==> src/rtl/slt_arbiter_if.sv <==
// Request/response bundle for the shared set-less-than comparator.
// The master side is the requesters plus the result consumer; the slave side is the arbiter.
interface slt_arbiter_if #(
  parameter int NREQ = 4,
  parameter int IDW  = 2
);
  logic [NREQ-1:0]    req_valid;
  logic [NREQ-1:0]    req_ready;
  logic [16*NREQ-1:0] req_rs;
  logic [16*NREQ-1:0] req_rt;
  logic               rsp_valid;
  logic               rsp_ready;
  logic [IDW-1:0]     rsp_id;
  logic [15:0]        rsp_lt;
  logic               busy;

  modport master (
    output req_valid, req_rs, req_rt, rsp_ready,
    input  req_ready, rsp_valid, rsp_id, rsp_lt, busy
  );

  modport slave (
    input  req_valid, req_rs, req_rt, rsp_ready,
    output req_ready, rsp_valid, rsp_id, rsp_lt, busy
  );
endinterface

==> src/rtl/slt_arbiter.sv <==
// Round-robin arbiter that shares one unsigned 16-bit set-less-than comparator
// among NREQ requesters. One operation is in flight at a time: IDLE -> CMP -> RESP.
module slt_16bit (
  input  logic [15:0] rs,
  input  logic [15:0] rt,
  output logic        lt
);
  assign lt = (rs < rt);
endmodule

module slt_arbiter #(
  parameter int NREQ = 4,
  parameter int IDW  = 2
) (
  input logic          clk,
  input logic          rst_n,
  slt_arbiter_if.slave bus
);
  localparam int DATA_W = 16;

  typedef enum logic [1:0] {IDLE, CMP, RESP} state_t;

  state_t            state;
  logic [IDW-1:0]    rr_ptr;
  logic [DATA_W-1:0] rs_p1;
  logic [DATA_W-1:0] rt_p1;
  logic [IDW-1:0]    id_p1;
  logic              found;
  logic [IDW-1:0]    win;
  logic              lt;

  // Scan from ptr upwards (mod NREQ); walking backwards lets the nearest hit win.
  function automatic logic [IDW:0] rr_pick(input logic [NREQ-1:0] v,
                                           input logic [IDW-1:0]  ptr);
    logic [IDW:0] r;
    int           idx;
    r = '0;
    for (int k = NREQ - 1; k >= 0; k--) begin
      idx = (int'(ptr) + k) % NREQ;
      if (v[idx]) r = {1'b1, idx[IDW-1:0]};
    end
    return r;
  endfunction

  always_comb begin
    {found, win}  = rr_pick(bus.req_valid, rr_ptr);
    bus.req_ready = '0;
    if (state == IDLE && found) bus.req_ready[win] = 1'b1;
  end

  // Stage p1: operands and owner captured at the grant edge.
  always_ff @(posedge clk) begin
    if (state == IDLE && found) begin
      rs_p1 <= bus.req_rs[DATA_W*win +: DATA_W];
      rt_p1 <= bus.req_rt[DATA_W*win +: DATA_W];
      id_p1 <= win;
    end
  end

  slt_16bit u_slt (
    .rs (rs_p1),
    .rt (rt_p1),
    .lt (lt)
  );

  // Stage p2: registered result held on the response channel until accepted.
  always_ff @(posedge clk) begin
    if (!rst_n) begin
      state         <= IDLE;
      rr_ptr        <= '0;
      bus.rsp_valid <= 1'b0;
      bus.rsp_id    <= '0;
      bus.rsp_lt    <= '0;
      bus.busy      <= 1'b0;
    end else begin
      unique case (state)
        IDLE: begin
          if (found) begin
            state    <= CMP;
            bus.busy <= 1'b1;
          end
        end
        CMP: begin
          bus.rsp_lt    <= {{(DATA_W-1){1'b0}}, lt};
          bus.rsp_id    <= id_p1;
          bus.rsp_valid <= 1'b1;
          state         <= RESP;
        end
        RESP: begin
          if (bus.rsp_ready) begin
            bus.rsp_valid <= 1'b0;
            rr_ptr        <= (id_p1 == IDW'(NREQ - 1)) ? '0 : id_p1 + IDW'(1);
            bus.busy      <= 1'b0;
            state         <= IDLE;
          end
        end
        default: state <= IDLE;
      endcase
    end
  end
endmodule

==> src/flat_wrapper.sv <==
// flat-port wrapper written by rule: the top's interface ports become plain ports
module slt_arbiter_flat 
#(
  parameter int NREQ = 4,
  parameter int IDW  = 2
)
  (clk, rst_n, bus_req_valid, bus_req_rs, bus_req_rt, bus_rsp_ready, bus_req_ready, bus_rsp_valid, bus_rsp_id, bus_rsp_lt, bus_busy);
  slt_arbiter_if #(.NREQ(NREQ), .IDW(IDW)) bus_i ();
  input logic clk;
  input logic rst_n;
  input wire logic [$bits(bus_i.req_valid)-1:0] bus_req_valid;
  input wire logic [$bits(bus_i.req_rs)-1:0] bus_req_rs;
  input wire logic [$bits(bus_i.req_rt)-1:0] bus_req_rt;
  input wire logic [$bits(bus_i.rsp_ready)-1:0] bus_rsp_ready;
  output wire logic [$bits(bus_i.req_ready)-1:0] bus_req_ready;
  output wire logic [$bits(bus_i.rsp_valid)-1:0] bus_rsp_valid;
  output wire logic [$bits(bus_i.rsp_id)-1:0] bus_rsp_id;
  output wire logic [$bits(bus_i.rsp_lt)-1:0] bus_rsp_lt;
  output wire logic [$bits(bus_i.busy)-1:0] bus_busy;
  assign bus_i.req_valid = bus_req_valid;
  assign bus_i.req_rs = bus_req_rs;
  assign bus_i.req_rt = bus_req_rt;
  assign bus_i.rsp_ready = bus_rsp_ready;
  assign bus_req_ready = bus_i.req_ready;
  assign bus_rsp_valid = bus_i.rsp_valid;
  assign bus_rsp_id = bus_i.rsp_id;
  assign bus_rsp_lt = bus_i.rsp_lt;
  assign bus_busy = bus_i.busy;
  slt_arbiter #(.NREQ(NREQ), .IDW(IDW)) u_core (.clk(clk), .rst_n(rst_n), .bus(bus_i));
endmodule
==> config.mk <==
export PLATFORM = sky130hd
export DESIGN_NAME = slt_arbiter_flat
export DESIGN_NICKNAME = d
export VERILOG_FILES = /design/src/rtl/slt_arbiter_if.sv /design/src/rtl/slt_arbiter.sv /design/src/flat_wrapper.sv
export SDC_FILE = /design/constraint.sdc
export NUM_CORES = 1
export LEC_CHECK = 0
export CAP_MARGIN = 20
export CORE_ASPECT_RATIO = 2
export CORE_MARGIN = 3
export CORE_UTILIZATION = 44
export CTS_CLUSTER_DIAMETER = 120
export CTS_CLUSTER_SIZE = 20
export DETAILED_ROUTE_END_ITERATION = 6
export GPL_ROUTABILITY_DRIVEN = 0
export GPL_TIMING_DRIVEN = 0
export PLACE_DENSITY = 0.9
export SLEW_MARGIN = 20
export SYNTH_ARGS = -nofsm -noshare
export SYNTH_HDL_FRONTEND = slang
export SYNTH_SLANG_ARGS = --single-unit
==> constraint.sdc <==
create_clock -name clk -period 5 [get_ports clk]
set_clock_uncertainty 0.1 [all_clocks]
set_input_delay 0.75 -clock clk [delete_from_list [all_inputs] [get_ports clk]]
set_output_delay 0.75 -clock clk [all_outputs]
set_load 0.05 [all_outputs]
### Word level (Yosys, flattened, before mapping)

Index checks and enable logic that the tools add are counted.

| cells by class | value |
|---|---|
| add/subtract/negate cells | 4 |
| multipliers | 0 |
| div/mod/pow operators | 0 |
| $lt $le $gt $ge | 7 |
| equality and inequality tests | 5 |
| shifts and indexed selects | 2 |
| mux-type cells | 26 |
| bitwise gates (word level) | 3 |
| reduce and logical (&&, ||, !) cells | 12 |

Operator list:

| kind | number |
|---|---|
| 64-bit by 7-bit indexed part select with 16-bit output | 2 |
| 16-bit less-than comparator | 1 |
| 3-bit by 4-bit less-than comparator with 1-bit output, second input constant | 3 |
| 3-bit two-way mux | 4 |
| 1-bit two-way mux | 10 |
| 1-bit binary-select mux with 2-bit select | 4 |
| 2-bit by 3-bit less-than comparator with 1-bit output, second input constant | 2 |
| 2-bit two-way mux | 3 |
| 2-bit one-hot mux with 3 select lines | 1 |
| 2-bit AND reduction | 3 |
| 2-bit OR reduction | 3 |
| 2-bit by 1-bit adder with 2-bit output, second input constant | 2 |
| 2-bit adder, second input constant | 2 |
| 2-bit == test, second input constant | 2 |
| 4-bit two-way mux | 1 |
| 1-bit one-hot mux with 2 select lines | 2 |
| 2-bit nonzero test | 2 |
| 1-bit bitwise AND, first input constant | 3 |
| 3-bit AND reduction | 1 |
| 1-bit demux with 2-bit select | 1 |
| 2-bit by 1-bit == test with 1-bit output, second input constant | 1 |
| 2-bit by 1-bit >= comparator with 1-bit output, second input constant | 1 |
| 1-bit logical AND | 2 |
| 2-bit zero test | 1 |
| other kinds (2) | 2 |

| storage, ports and cells | value |
|---|---|
| bits in registers | 43 |
| bits in latches | 0 |
| memory bits (writable) | 0 |
| bits in read-only memories | 0 |
| input port bits | 135 |
| logic and storage cells | 68 |
| memories kept | 0 |

### Longest topological paths before layout

Gate-level depths: netlist of the first run.

| logic depth | value |
|---|---|
| depth in word-level cells | 15 |
| depth in mapped cells | 8 |
| gate-level depth less buffers | 7 |

### By module

From an unflattened synthesis of the first run, not the netlist that was laid out.

| second synthesis, totals | value |
|---|---|
| cells, all modules | 260 |
| area total of the unflattened synthesis | 3024.2 um2 |

Modules (own cells, without submodules):

| module | instances | cells an instance | area each (um2) | sequential area each (um2) |
|---|---|---|---|---|
| slt_arbiter | 1 | 208 | 2648.8 | 1201.2 |
| slt_16bit | 1 | 52 | 375.4 | 0.0 |

### Least setup slack after synthesis of the first run

No wires, ideal clock.

| timing path | value |
|---|---|
| kind | input-to-output |
| from | input bus_req_valid[0] |
| to | output bus_req_ready[1] |
| arrival | 3307 ps |
| required time | 4150 ps |
| path slack | 843 ps |
| stages on the path | 4 |
| buffers on the path | 1 |
| cells stage by stage | buf_2 > nor2_1 > a211oi_2 > o2111a_1 |

| on the way | value |
|---|---|
| cells in the longest elaborated chain, start to end | 12 |

Ends and longest elaborated chain:

| what | RTL line | text |
|---|---|---|
| start: declaration | flat_wrapper.sv:11 | `input wire logic [$bits(bus_i.req_valid)-1:0] bus_req_valid;` |
| 1-bit binary-select mux with 2-bit select | slt_arbiter.sv:40 | `if (v[idx]) r = {1'b1, idx[IDW-1:0]};` |
| 1-bit two-way mux (not written as such) (2 in a row) | slt_arbiter.sv:40 |  |
| 3-bit two-way mux (3 in a row) | slt_arbiter.sv:40 |  |
| 3-bit two-way mux (*) | slt_arbiter.sv:40 |  |
| 2-bit by 3-bit less-than comparator with 1-bit output (not written as such) / 2-bit by 1-bit >= comparator with 1-bit output (equally long branches) | slt_arbiter.sv:48 | `if (state == IDLE && found) bus.req_ready[win] = 1'b1;` |
| 1-bit logical AND (not written as such) | slt_arbiter.sv:48 |  |
| 1-bit two-way mux (not written as such) | slt_arbiter.sv:48 |  |
| 1-bit demux with 2-bit select | -- |  |
| 4-bit two-way mux (*) | slt_arbiter.sv:48 |  |
| end: declaration | flat_wrapper.sv:15 | `output wire logic [$bits(bus_i.req_ready)-1:0] bus_req_ready;` |

Mark *: on every way between the ends. The rest lies on a longest branch, timed or not. The select of a mux whose other input is x is not followed.

### Final worst setup path of the first run

| timing path | value |
|---|---|
| from | input bus_req_valid[2] |
| to | output bus_req_ready[3] |

The elaborated chain is that of the path after synthesis.

==> results by stage, run 1 <==
Outcome:
- The run finished with clean final reports.

Timing:
- The routed design could run at a clock period as short as 4150 ps.
- After routing, the total negative slack on setup checks comes to 0 ps.
- In this run the tightest slew margin relative to its limit is 62.7%.
- The transition time of the tightest slew-check pin is 557 ps.
- The total count of hold-check failures in the final report is 0.
- The number of max-slew violations in the final report was 0.
- Derived from the worst setup path, the maximum achievable clock frequency is 241 MHz.
- Final hold analysis gives a worst-case slack of 427 ps.
- Setup violations remaining at the end of the flow were counted as 0.
- Setup repair after global routing left no endpoint under its margin.
- The final critical path takes up 83.0% of the cycle.

Synth:
- The cell area after technology mapping is 3160 um2.
- The post-synthesis register bit count is 43.
- In this run, distinct cell masters in the synthesized netlist total 37.
- In this run the mean area of a mapped cell was 11.4 um2.
- The Yosys step of the flow raised 0 warnings.
- The proportion of synthesized chip area in sequential cells is 38.0%.
- The number of standard cells after synthesis is 278.

Hold path:
- The worst min-delay path class is flip-flop to flip-flop.

Power and ir drop:
- Sequential cells account for 38.5% of the total power.
- The ratio of total power to cell area is 253 nW/um2.
- The cell internal power dissipation is 874 uW.
- The highest ir drop seen on vdd is 0.000210 V.
- The leakage power summed over all cells is 0.00199 uW.
- The share of total power dissipated in the clock network is 25.5%.
- In this run switching power makes up 29.5% of total power.
- Per report_power, the combinational group accounts for 36.1% of the total.
- The analysis attributes to net switching a power of 365 uW.

Worst setup path:
- The worst setup path is captured at an output port.
- The count of buffer and inverter cells on the critical path is 3.
- The cell type group with the largest total delay on the critical path is buffers and inverters.
- The startpoint type of the worst setup path is an input port.
- The worst endpoint required time is 4150 ps.
- The slowest stage cell on the critical path is sky130_fd_sc_hd__clkdlybuf4s50_1.
- The critical path goes through clkdlybuf4s50_1 > nor2_1 > a211oi_4 > buf_8 > and3_1 > clkdlybuf4s50_1.
- The worst setup path is of the input port to output port kind.
- In this design, the stage delay of the slowest critical-path cell is 810 ps.
- At the worst endpoint, the arrival time is 3300 ps.
- The highest fanout seen on the critical path is 17.
- The cell type with the highest occurrence count on the critical path is sky130_fd_sc_hd__clkdlybuf4s50_1.

CTS:
- The clock tree from TritonCTS is built.
- The tree built by TritonCTS fans out to 43 sinks.
- Clock-pin slew was measured on the worst setup and hold paths at 60 ps.
- Counting along the longest clock path gives a buffer depth of 2.
- The cell at the root of the clock tree is sky130_fd_sc_hd__clkbuf_16.
- The H-tree depth is 2.
- The number of post-CTS setup repair buffers is 0.
- Buffers inserted to repair hold after CTS numbered 0.
- The number of instances resized during post-cts repair is 0.
- The later pin in the worst-skew pair is clocked with a latency of 290 ps.
- The number of buffers inserted during clock tree synthesis is 5.

Final layout:
- In the final layout, the share of cells above drive strength 1 is 9.50%.
- The cell area after layout is 4900 um2.
- The library cell used most frequently in the layout, excluding fill and tap cells, is sky130_fd_sc_hd__clkdlybuf4s50_1.
- The final-stage net count is 592.
- Leaving out fill and tap cells, the most frequent cells in the layout are 140 x sky130_fd_sc_hd__clkdlybuf4s50_1, 100 x sky130_fd_sc_hd__mux2i_1, 34 x sky130_fd_sc_hd__edfxtp_1, 20 x sky130_fd_sc_hd__inv_1.
- The core occupancy in the finished layout is 70.6%.
- Excluding fillers, the count of instances in the completed layout stands at 532.
- 0 antenna diodes ended up in the layout.
- Relative to the synthesized area, the layout overhead comes to 55.1%.

Route:
- The sum of routed wire length over all layers is 8.42 mm.
- The number of antenna-violating nets in the routed design is 0.
- The final route contains 2648 vias.
- After the first detailed-routing iteration, the DRC count stood at 96.
- The detail-routed net length per standard cell is 15.8 um.
- For this run, the detailed router's first-pass iteration total came to 4.
- After detailed routing, the number of remaining DRC violations is 0.
- After detailed routing, the number of vias per cell comes to 4.98.

Placed design:
- The total placed cells including tap cells is 524.
- The total of buffers placed on input and output ports is 140.
- The half-perimeter wire length after detailed placement is 7.19 mm.
- The cell area after placement is 4760 um2.

Global routing:
- The via count of the first global-routing pass is 2944.
- In the global route stage, overall resource usage came out at 20.6%.
- The first-pass GRT wire length is 13.0 mm.
- The initial antenna violation count was 0.
- After global routing the overflow that remains totals 0.
- Entering global routing, the biggest net connects 18 pins.

Floorplan:
- The initialized floorplan defines 43 standard-cell rows.
- The width of the die is 65.9 um.
- The die covers 8290 um2.
- During I/O placement, the number of pins put on the boundary was 159.
- The core region is 6940 um2.
- The starting density of the core is 45.5%.
- The die is 126 um tall.

Run:
- The count of maximum capacitance violations is 0.
[metrics by stage]
stage / total power [uW] / setup slack [ps]
6_report: 1240 / 848
5_1_grt: 1300 / 744
4_1_cts: 1250 / 823
3_5_place_dp: 934 / 820
3_3_place_gp: 913 / -815
2_1_floorplan: 747 / 843
[synth_stat cells]
library cell / instances / area (um2)
sky130_fd_sc_hd__nand2_1: 4 / 15.0
sky130_fd_sc_hd__inv_1: 20 / 75.1
sky130_fd_sc_hd__o21a_1: 2 / 15.0
sky130_fd_sc_hd__a21oi_1: 14 / 70.1
sky130_fd_sc_hd__o22ai_1: 2 / 12.5
sky130_fd_sc_hd__a31o_2: 1 / 8.76
sky130_fd_sc_hd__nand4_1: 2 / 12.5
sky130_fd_sc_hd__nor2b_1: 7 / 43.8
sky130_fd_sc_hd__inv_2: 1 / 3.75
sky130_fd_sc_hd__buf_6: 1 / 11.3
sky130_fd_sc_hd__a211oi_2: 1 / 12.5
sky130_fd_sc_hd__and3_1: 2 / 12.5
sky130_fd_sc_hd__clkbuf_4: 2 / 15.0
sky130_fd_sc_hd__edfxtp_1: 34 / 1020
sky130_fd_sc_hd__o21ai_0: 7 / 35.0
sky130_fd_sc_hd__ha_1: 16 / 200
sky130_fd_sc_hd__o311a_1: 1 / 10.0
sky130_fd_sc_hd__o21ai_1: 1 / 5.00
sky130_fd_sc_hd__buf_2: 5 / 25.0
sky130_fd_sc_hd__nor3_1: 3 / 15.0
sky130_fd_sc_hd__nand3_1: 1 / 5.00
sky130_fd_sc_hd__nand3b_1: 1 / 7.51
sky130_fd_sc_hd__nor2_1: 10 / 37.5
sky130_fd_sc_hd__a21o_1: 1 / 7.51
sky130_fd_sc_hd__a31oi_4: 1 / 21.3
sky130_fd_sc_hd__dfxtp_1: 9 / 180
sky130_fd_sc_hd__clkbuf_1: 1 / 3.75
sky130_fd_sc_hd__o2111a_1: 1 / 11.3
sky130_fd_sc_hd__a21oi_2: 1 / 8.76
sky130_fd_sc_hd__conb_1: 1 / 3.75
sky130_fd_sc_hd__and4b_1: 1 / 10.0
sky130_fd_sc_hd__buf_4: 16 / 120
sky130_fd_sc_hd__and2_1: 1 / 6.26
sky130_fd_sc_hd__a21boi_1: 1 / 7.51
sky130_fd_sc_hd__o211ai_1: 1 / 7.51
sky130_fd_sc_hd__buf_12: 5 / 100
sky130_fd_sc_hd__mux2i_1: 100 / 1000
[area by class of cell]
type                       instances  area [um2]
buffer                            30         275
timing repair buffer             142        1430
inverter                          21        78.8
fill                             518        2040
tap                               90         113
sequential                        43        1200
multi-input combinational        198        1660
clock inverter                     1        7.51
clock buffer                       7         133
[worst paths after layout]
path                                                   startpoint                                 to  slack (ps)  cells after the start
worst min-delay path            u_core.bus.rsp_id[1]$_SDFFE_PN0P_  u_core.bus.rsp_id[1]$_SDFFE_PN0P_         430                      2
worst max register to register      u_core.rr_ptr[0]$_SDFFE_PN0P_          u_core.rs_p1[2]$_DFFE_PP_        2920                      7
worst min register to register  u_core.bus.rsp_id[1]$_SDFFE_PN0P_  u_core.bus.rsp_id[1]$_SDFFE_PN0P_         430                      2
worst max-delay path                             bus_req_valid[2]                   bus_req_ready[3]         850                      6
[kinds of logic (layout without fill, tap and decap cells)]
| kind of cell | after synthesis | after routing | synth area share (%) |
|---|---|---|---|
| AND/OR/NAND/NOR | 32 | 32 | 5.23 |
| other | 1 | 15 | 0.119 |
| flip-flops | 43 | 43 | 38.0 |
| adder cells (fa/ha/maj) | 16 | 16 | 6.34 |
| buffers and inverters | 51 | 201 | 11.2 |
| multiplexers | 100 | 100 | 31.7 |
| AO/OA/AOI/OAI | 35 | 35 | 7.37 |
[state kept, by name, summed over array words and instances (netlist names), 2 cells and up]
register,count
u_core.rt_p1,16
u_core.state,2
u_core.rs_p1,16
u_core.bus.rsp_id,2
u_core.rr_ptr,2
u_core.id_p1,2
[worst register-to-register path, cell delays in order, from the launching register on]
cell	delay, ps
sky130_fd_sc_hd__dfxtp_1	330
sky130_fd_sc_hd__buf_2	190
sky130_fd_sc_hd__inv_2	50
sky130_fd_sc_hd__a21oi_1	120
sky130_fd_sc_hd__nor2_1	60
sky130_fd_sc_hd__a21oi_2	360
sky130_fd_sc_hd__buf_2	410
sky130_fd_sc_hd__mux2i_1	300
[power by group through the flow]
stage	registers, uW	clock network [uW]	logic (uW)
global route	483	331	489
global placement	485	0	428
finish	477	316	447
floorplan	492	0	254
detailed placement	485	0	449
CTS	477	317	451
[layer usage]
metal / GRT usage (%) / routed length [um] / up-vias
met5: 0 / 0 / -
met4: 7.70 / 211 / 0
met3: 4.55 / 503 / 17
met2: 42.5 / 5170 / 108
met1: 17.4 / 2540 / 1214
li1: - / - / 1309
Power figures use the tool's default switching activity.
==> run 2: changes to the inputs <==
--- a/config.mk
+++ b/config.mk
@@ -8,13 +8,13 @@
 export CAP_MARGIN = 20
 export CORE_ASPECT_RATIO = 2
 export CORE_MARGIN = 3
-export CORE_UTILIZATION = 44
+export CORE_UTILIZATION = 37
 export CTS_CLUSTER_DIAMETER = 120
 export CTS_CLUSTER_SIZE = 20
 export DETAILED_ROUTE_END_ITERATION = 6
 export GPL_ROUTABILITY_DRIVEN = 0
 export GPL_TIMING_DRIVEN = 0
-export PLACE_DENSITY = 0.9
+export PLACE_DENSITY = 0.81
 export SLEW_MARGIN = 20
 export SYNTH_ARGS = -nofsm -noshare
 export SYNTH_HDL_FRONTEND = slang
==> constraint.sdc (replaced) <==
create_clock -name clk -period 3.81 [get_ports clk]
set_clock_uncertainty 0.1 [all_clocks]
set_input_delay 0.5715 -clock clk [delete_from_list [all_inputs] [get_ports clk]]
set_output_delay 0.5715 -clock clk [all_outputs]
set_load 0.05 [all_outputs]
==> run 2 against run 1 <==
  * Setup slack lost 730 ps
  * Die area grew 18%
  * Sequential power grew 31%
  * Clock power grew 30%
  * Final area grew 0.61%
  * Global-route usage shrank 3.2 points
  * Combinational power grew 32%
  * Utilization shrank 11 points
  * Register-to-register slack lost 1300 ps
  * Non-clock buffer count grew 2
  * Hold slack lost 6.1 ps
  * Flip-flop and latch count is the same
==> results by stage, run 2 (same netlist as run 1, synthesis figures left out) <==
Worst setup path:
- Walking the worst path, the cells encountered are clkdlybuf4s50_1 > mux2i_1 > o22ai_1 > a31oi_4 > buf_12 > buf_12 > and3_1 > clkdlybuf4s50_1.
- The worst endpoint required time is 3140 ps (-1010 ps).
- The maximum cell stage delay along the critical path is 810 ps (about the same).
- The type of the worst setup path is input port to output port.
- The cell type group with the largest total delay on the critical path is buffers and inverters.
- STA classifies the critical path endpoint as an output port.
- The register-to-register setup slack is 1670 ps (-1250 ps).
- The worst setup path is launched from an input port.
- The slowest stage cell on the critical path is sky130_fd_sc_hd__clkdlybuf4s50_1.
- The data arrival time of the worst path is 3020 ps (-280 ps).
- The number of stages on the worst setup path is 8 (+2).
- The endpoint of the worst-slack reg-to-reg timing path is u_core.rs_p1[4]$_DFFE_PP_.
- The worst reg-to-reg path cell count is 7 (unchanged).
- The startpoint of the most critical register-to-register path is u_core.rr_ptr[0]$_SDFFE_PN0P_.
- The count of buffer and inverter cells on the critical path came to 4 (+1).
- The most critical setup path has its startpoint at bus_req_valid[2].
- The highest fanout seen on the critical path is 10 (-7).

CTS:
- The number of instances resized during post-cts repair is 0 (unchanged).
- The sink count of the clock tree is 43 (unchanged).
- The clock tree from TritonCTS is built.
- In this run the clock root is driven by a sky130_fd_sc_hd__clkbuf_16.
- The number of buffers added to fix hold violations after cts is 0 (unchanged).
- The clock input transition at the sequential cells of the worst setup and hold paths came to 60 ps (about the same).
- The buffer depth of the longest clock path is 2 (unchanged).
- The clock network latency to the later pin of the worst-skew pair is 280 ps (about the same).
- The H-tree depth is 2 (unchanged).
- The number of buffers inserted during clock tree synthesis was 5 (unchanged).

Global routing:
- The global routing usage summed across all routing layers is 17.3% (-3.2 points).
- The met3 track utilization from global routing is 2.79% (-1.8 points).
- The pin count of the biggest net entering global routing is 18 (unchanged).
- The first-pass GRT wire length is 13.0 mm (+0.37%).
- The initial antenna violation count is 0 (unchanged).
- The met1 routing resource usage after global routing is 16.0% (-1.4 points).
- The sum of overflow across all layers after global routing is 0 (unchanged).
- The met2 track demand over resource in global routing is 36.5% (-6.0 points).
- The global routing stage identified its most utilized layer as met2.
- The via count of the first global-routing pass is 2790 (-5.2%).

Final layout:
- The final cell count without fillers is 542 (+1.9%).
- The largest registers in the layout are u_core.rs_p1: 16 flops, u_core.rt_p1: 16 flops.
- The multi-input logic area was 1660 um2 (unchanged).
- The final-stage net count is 594 (+0.34%).
- The core occupancy in the finished layout is 59.4% (-11 points).
- The library cell used most frequently in the layout, excluding fill and tap cells, is sky130_fd_sc_hd__clkdlybuf4s50_1.
- The fraction of layout cells with a size suffix above 1 came to 10.1% (+0.63 points).
- The antenna cell count came to 0 (unchanged).
- The number of fillers in the final layout is 717 (+38%).
- The area growth from synthesis to layout is 56.1%.
- Leaving out fill and tap cells, the most frequent cells in the layout are 140 x sky130_fd_sc_hd__clkdlybuf4s50_1, 100 x sky130_fd_sc_hd__mux2i_1, 34 x sky130_fd_sc_hd__edfxtp_1, 20 x sky130_fd_sc_hd__inv_1, 18 x sky130_fd_sc_hd__buf_4.
- The area taken by flip-flops and latches is 1200 um2 (unchanged).

Timing:
- The transition time of the tightest slew-check pin is 517 ps (-40.3 ps).
- The final period utilization is 96.9%.
- The total count of hold-check failures in the final report is 0 (unchanged).
- After layout, the minimum clock period comes to 3690 ps.
- The number of max-slew violations in the final report is 0 (unchanged).
- The final setup violation count is 0 (unchanged).
- Setup repair after global routing left no endpoint under its margin.
- Based on the critical path, the design can be clocked at up to 271 MHz.
- The aggregate negative setup slack is 0 ps (unchanged).
- The worst setup slack after layout is 118 ps (-730 ps).
- The post-route worst hold slack was 421 ps (-6.11 ps).
- The worst slew slack as a fraction of its limit is 65.4% (+2.7 points).

Power and ir drop:
- The ratio of total power to cell area came to 330 nW/um2 (+30%).
- The leakage power summed over all cells was 0.00201 uW (+0.64%).
- The highest ir drop seen on vdd came to 0.000209 V (-0.25%).

Hold path:
- For hold timing, the worst endpoint is u_core.bus.rsp_id[1]$_SDFFE_PN0P_.
- The count of cells along the worst hold path is 2 (unchanged).
- The worst hold path begins at u_core.bus.rsp_id[1]$_SDFFE_PN0P_.
- The worst min-delay path class is flip-flop to flip-flop.

Route:
- The detail-routed net length per standard cell is 15.4 um (-2.6%).
- The first-iteration detailed-routing DRC count is 148 (+54%).
- The number of iterations in the first detailed-routing pass was 4 (unchanged).
- The sum of routed wire length over all layers is 8.36 mm (-0.76%).
- The via count is 2639 (-0.34%).
- The DRC violations left is 0 (unchanged).
- The number of antenna-violating nets in the routed design came to 0 (unchanged).
- The per-cell via count in the routed design came to 4.87 (-2.2%).

Outcome:
- The run finished with clean final reports.

Floorplan:
- The die area came to 9750 um2 (+18%).
- The count of standard-cell rows is 47 (+9.3%).
- The number of I/O pins is 159 (unchanged).
- The width of the die is 71.3 um (+8.2%).
- The starting density of the core came to 38.1% (-7.4 points).
- The die boundary height is 137 um (+8.6%).
- The core area came to 8290 um2 (+19%).

Placed design:
- The total placed cells including tap cells was 532 (+1.5%).
- The total of buffers placed on input and output ports is 140 (unchanged).
- The half-perimeter wire length after detailed placement is 7.18 mm (-0.15%).
- The worst slack at placement was 17.0 ps (-803 ps).

Run:
- The count of maximum capacitance violations came to 0 (unchanged).
## run 2: worst max-delay path by stage
stage	end	slack, ps
after floorplan	bus_req_ready[1]	10
after global placement	bus_req_ready[1]	-1610
after detailed placement	bus_req_ready[3]	20
after CTS	bus_req_ready[3]	20
after global routing	bus_req_ready[3]	2
final	bus_req_ready[3]	120
## run 2: timing repair
| action | 4_1_cts | 5_1_grt |
|---|---|---|
| endpoints found under the setup margin | 0 | 1 |
| setup buffers | 0 | 2 |
| endpoints found under the hold margin | 0 | 0 |
## run 2: per-stage QoR
| step | power (uW) | cell area, um2 |
|---|---|---|
| final | 1630 | 4930 |
| after global routing | 1710 | 4930 |
| after CTS | 1640 | 4910 |
| after detailed placement | 1230 | 4770 |
| after global placement | 1200 | 4730 |
| after floorplan | 980 | 3210 |
## run 2: layer usage
metal	routed length, um	vias up	share of wire (%)
li1	-	1316	-
met1	2550	1200	30
met2	5170	113	62
met3	508	10	6.1
met4	129	0	1.5
met5	0	-	0
## run 2: report_power, final
| group | internal [uW] | switching [uW] | leakage [uW] |
|---|---|---|---|
| clock network | 241 | 170 | 0.0000674 |
| registers | 597 | 27.5 | 0.000412 |
| logic | 312 | 279 | 0.00153 |
| total | 1150 | 477 | 0.00201 |
## run 2: cell type report
class	count	area share (%)
timing repair buffer	144	29.3
tap	98	2.49
multi-input combinational	198	33.7
inverter	21	1.60
clock buffer	5	2.54
buffer	30	5.59
clock inverter	3	0.406
sequential	43	24.4
## run 2: worst reg2reg max path: stages (launching register included)
cell and delay, ps:
sky130_fd_sc_hd__dfxtp_1 300, sky130_fd_sc_hd__buf_2 170, sky130_fd_sc_hd__inv_2 50, sky130_fd_sc_hd__a21oi_1 130
sky130_fd_sc_hd__nor2_1 60, sky130_fd_sc_hd__a21oi_2 390, sky130_fd_sc_hd__buf_2 420, sky130_fd_sc_hd__mux2i_1 330
==> run 3: changes to the inputs <==
--- a/config.mk
+++ b/config.mk
@@ -6,7 +6,7 @@
 export NUM_CORES = 1
 export LEC_CHECK = 0
 export CAP_MARGIN = 20
-export CORE_ASPECT_RATIO = 2
+export CORE_ASPECT_RATIO = 1.5
 export CORE_MARGIN = 3
 export CORE_UTILIZATION = 37
 export CTS_CLUSTER_DIAMETER = 120
==> run 3 against run 2 <==
  * Fmax increased by 0.49%
  * Clock-buffer cell count grew 1
  * Die area down 0.45%
  * Utilization up 0.99 points
  * First-iteration DRC count down 51%
  * Total power decreased by 0.75%
  * Critical endpoint unchanged
==> results by stage, run 3 (same netlist as run 1, synthesis figures left out) <==
CTS:
- The sink count of the clock tree is 43 (unchanged).
- The clock input transition at the sequential cells of the worst setup and hold paths came to 50 ps (about the same).
- The number of instances resized during post-cts repair was 0 (unchanged).
- The buffer depth of the longest clock path came to 2 (unchanged).
- TritonCTS built the clock tree.
- The H-tree depth was 2 (unchanged).
- The tree is rooted in a sky130_fd_sc_hd__clkbuf_16.
- The number of buffers inserted during clock tree synthesis is 5 (unchanged).
- The clock network latency to the later pin of the worst-skew pair is 280 ps (about the same).

Route:
- The number of antenna-violating nets in the routed design is 0 (unchanged).
- The first-iteration detailed-routing DRC count is 73 (-51%).
- The routed length on met3 is 531 um (+4.5%).
- The detail-routed net length per standard cell came to 14.9 um (-3.6%).
- The highest signal layer in the routed design is met4.
- The number of iterations in the first detailed-routing pass is 4 (unchanged).
- The per-cell via count in the routed design is 4.79 (-1.7%).
- The DRC violations left is 0 (unchanged).
- The sum of routed wire length over all layers is 8.17 mm (-2.3%).
- The met2 wire length came to 4.56 mm (-12%).
- The met1 layer wirelength in the final routing is 2.96 mm (+16%).
- The via count was 2627 (-0.45%).

Final layout:
- In the layout the commonest cells are 140 x sky130_fd_sc_hd__clkdlybuf4s50_1, 100 x sky130_fd_sc_hd__mux2i_1, 34 x sky130_fd_sc_hd__edfxtp_1, 20 x sky130_fd_sc_hd__inv_1, 18 x sky130_fd_sc_hd__buf_4.
- The cell area after layout is 4930 um2 (about the same).
- In the final layout, the registers with the most flip-flops are u_core.rs_p1: 16 flops, u_core.rt_p1: 16 flops.
- The final cell count without fillers was 549 (+1.3%).
- The final-stage net count is 594 (unchanged).
- The area growth from synthesis to layout is 56.1% (about the same).
- The antenna cell count came to 0 (unchanged).
- The library cell used most frequently in the layout, excluding fill and tap cells, is sky130_fd_sc_hd__clkdlybuf4s50_1.
- The fraction of layout cells with a size suffix above 1 is 9.91% (-0.23 points).
- The number of fillers in the final layout was 725 (+1.1%).

Floorplan:
- The width of the die came to 81.4 um (+14%).
- The number of I/O pins is 159 (unchanged).
- The core area is 8160 um2 (-1.6%).
- The count of standard-cell rows is 40 (-15%).
- The die area is 9700 um2 (-0.45%).
- The die boundary height is 119 um (-13%).
- The starting density of the core is 38.7% (+0.63 points).

Worst setup path:
- The maximum cell stage delay along the critical path is 810 ps (about the same).
- The nature of the critical path endpoint is an output port.
- STA classifies the critical path startpoint as an input port.
- The highest fanout seen on the critical path came to 10 (unchanged).
- The worst endpoint required time is 3140 ps (about the same).
- The data arrival time of the worst path is 3000 ps (-20 ps).
- The critical path goes through clkdlybuf4s50_1 > mux2i_1 > o22ai_1 > a31oi_4 > buf_12 > buf_12 > and3_1 > clkdlybuf4s50_1.
- The type of the worst setup path is input port to output port.
- The slowest stage cell on the critical path is sky130_fd_sc_hd__clkdlybuf4s50_1.
- The register-to-register setup slack was 1710 ps (+40 ps).

Placed design:
- The half-perimeter wire length after detailed placement is 6.88 mm (-4.2%).
- The cell area after placement is 4780 um2 (+0.18%).
- The total of buffers placed on input and output ports is 140 (unchanged).
- The total placed cells including tap cells is 539 (+1.3%).

Run:
- The count of maximum capacitance violations is 0 (unchanged).

Timing:
- The final setup violation count is 0 (unchanged).
- The number of max-slew violations in the final report is 0 (unchanged).
- Setup repair after global routing left no endpoint under its margin.
- The total count of hold-check failures in the final report came to 0 (unchanged).
- The time the final worst path needs with I/O delays and setup is 3670 ps (-18.0 ps).
- The maximum clock rate is 272 MHz (+0.49%).
- The final period utilization is 96.4% (-0.47 points).
- The post-route worst hold slack came to 415 ps (-5.87 ps).
- The worst slew slack as a fraction of its limit is 65.6% (+0.17 points).
- The transition time of the tightest slew-check pin is 514 ps (-2.54 ps).

Global routing:
- The initial antenna violation count came to 0 (unchanged).
- The global routing usage summed across all routing layers was 16.9% (-0.42 points).
- The via count of the first global-routing pass is 2751 (-1.4%).
- The first-pass GRT wire length was 12.5 mm (-4.0%).
- The pin count of the biggest net entering global routing came to 17 (-1).
- The sum of overflow across all layers after global routing came to 0 (unchanged).

Power and ir drop:
- The ratio of total power to cell area is 328 nW/um2 (-0.77%).
- The leakage power summed over all cells came to 0.00201 uW (about the same).
- The highest ir drop seen on vdd is 0.000171 V (-18%).

Hold path:
- The tightest min-delay check is of the flip-flop to flip-flop type.

Outcome:
- The flow ran to the end, and the final reports show no timing, DRC or antenna violations.
## run 3: changes by cell type in the layout (fill, tap and decap cells not counted)
cell	delta
sky130_fd_sc_hd__clkinvlp_4	-1
sky130_fd_sc_hd__clkinv_4	-1
sky130_fd_sc_hd__clkinv_2	+1
sky130_fd_sc_hd__clkbuf_1	+1
## run 3: routing by layer
layer	up-vias	track usage, %
met5	-	0
met4	0	4.44
met3	8	3.25
met2	110	33.6
met1	1197	17.0
li1	1312	-
## run 3: metrics by stage
stage                     total power [uW]  TNS [ps]  util, %  setup slack [ps]
after CTS                             1630         0     60.4               128
after global routing                  1700         0     60.4              32.3
final                                 1610         0     60.4               136
after detailed placement              1230      -118     58.6              -118
after global placement                1200    -19040     58.1             -1710
after floorplan                        980         0        -              10.3
## run 3: layout make-up
class | count | area, um2 | share of cell area, %
clock buffers | 6 | 129 | 2.61
inverters | 21 | 78.8 | 1.60
flip-flops and latches | 43 | 1200 | 24.4
plain buffers | 30 | 275 | 5.58
clock inverters | 2 | 8.76 | 0.178
multi-input cells | 198 | 1660 | 33.7
repair buffers | 144 | 1440 | 29.3
well taps | 105 | 131 | 2.66
## run 3: final timing paths
path / endpoint / cells past startpoint / startpoint
worst min-delay path: u_core.bus.busy$_SDFFE_PN0P_ / 2 / u_core.bus.busy$_SDFFE_PN0P_
worst min register to register: u_core.bus.busy$_SDFFE_PN0P_ / 2 / u_core.bus.busy$_SDFFE_PN0P_
worst max-delay path: bus_req_ready[3] / 8 / bus_req_valid[2]
worst max register to register: u_core.rs_p1[14]$_DFFE_PP_ / 6 / u_core.rr_ptr[1]$_SDFFE_PN0P_
## run 3: timing repair
action                                  4_1_cts  5_1_grt
hold buffers                                  0        0
setup buffers                                 2        0
endpoints found under the setup margin        1        0
## run 3: report_power, final
part | internal, uW | total (uW) | leakage (uW) | switching [uW]
clock network | 239 | 399 | 0.0000683 | 159
registers | 597 | 625 | 0.000412 | 27.9
logic | 312 | 591 | 0.00153 | 279
## run 3: critical path, delay by kind of cell
family          cells  cell delay [ps]
compound gates      2              350
buf+inv             4             1720
mux                 1              200
simple gates        1              150
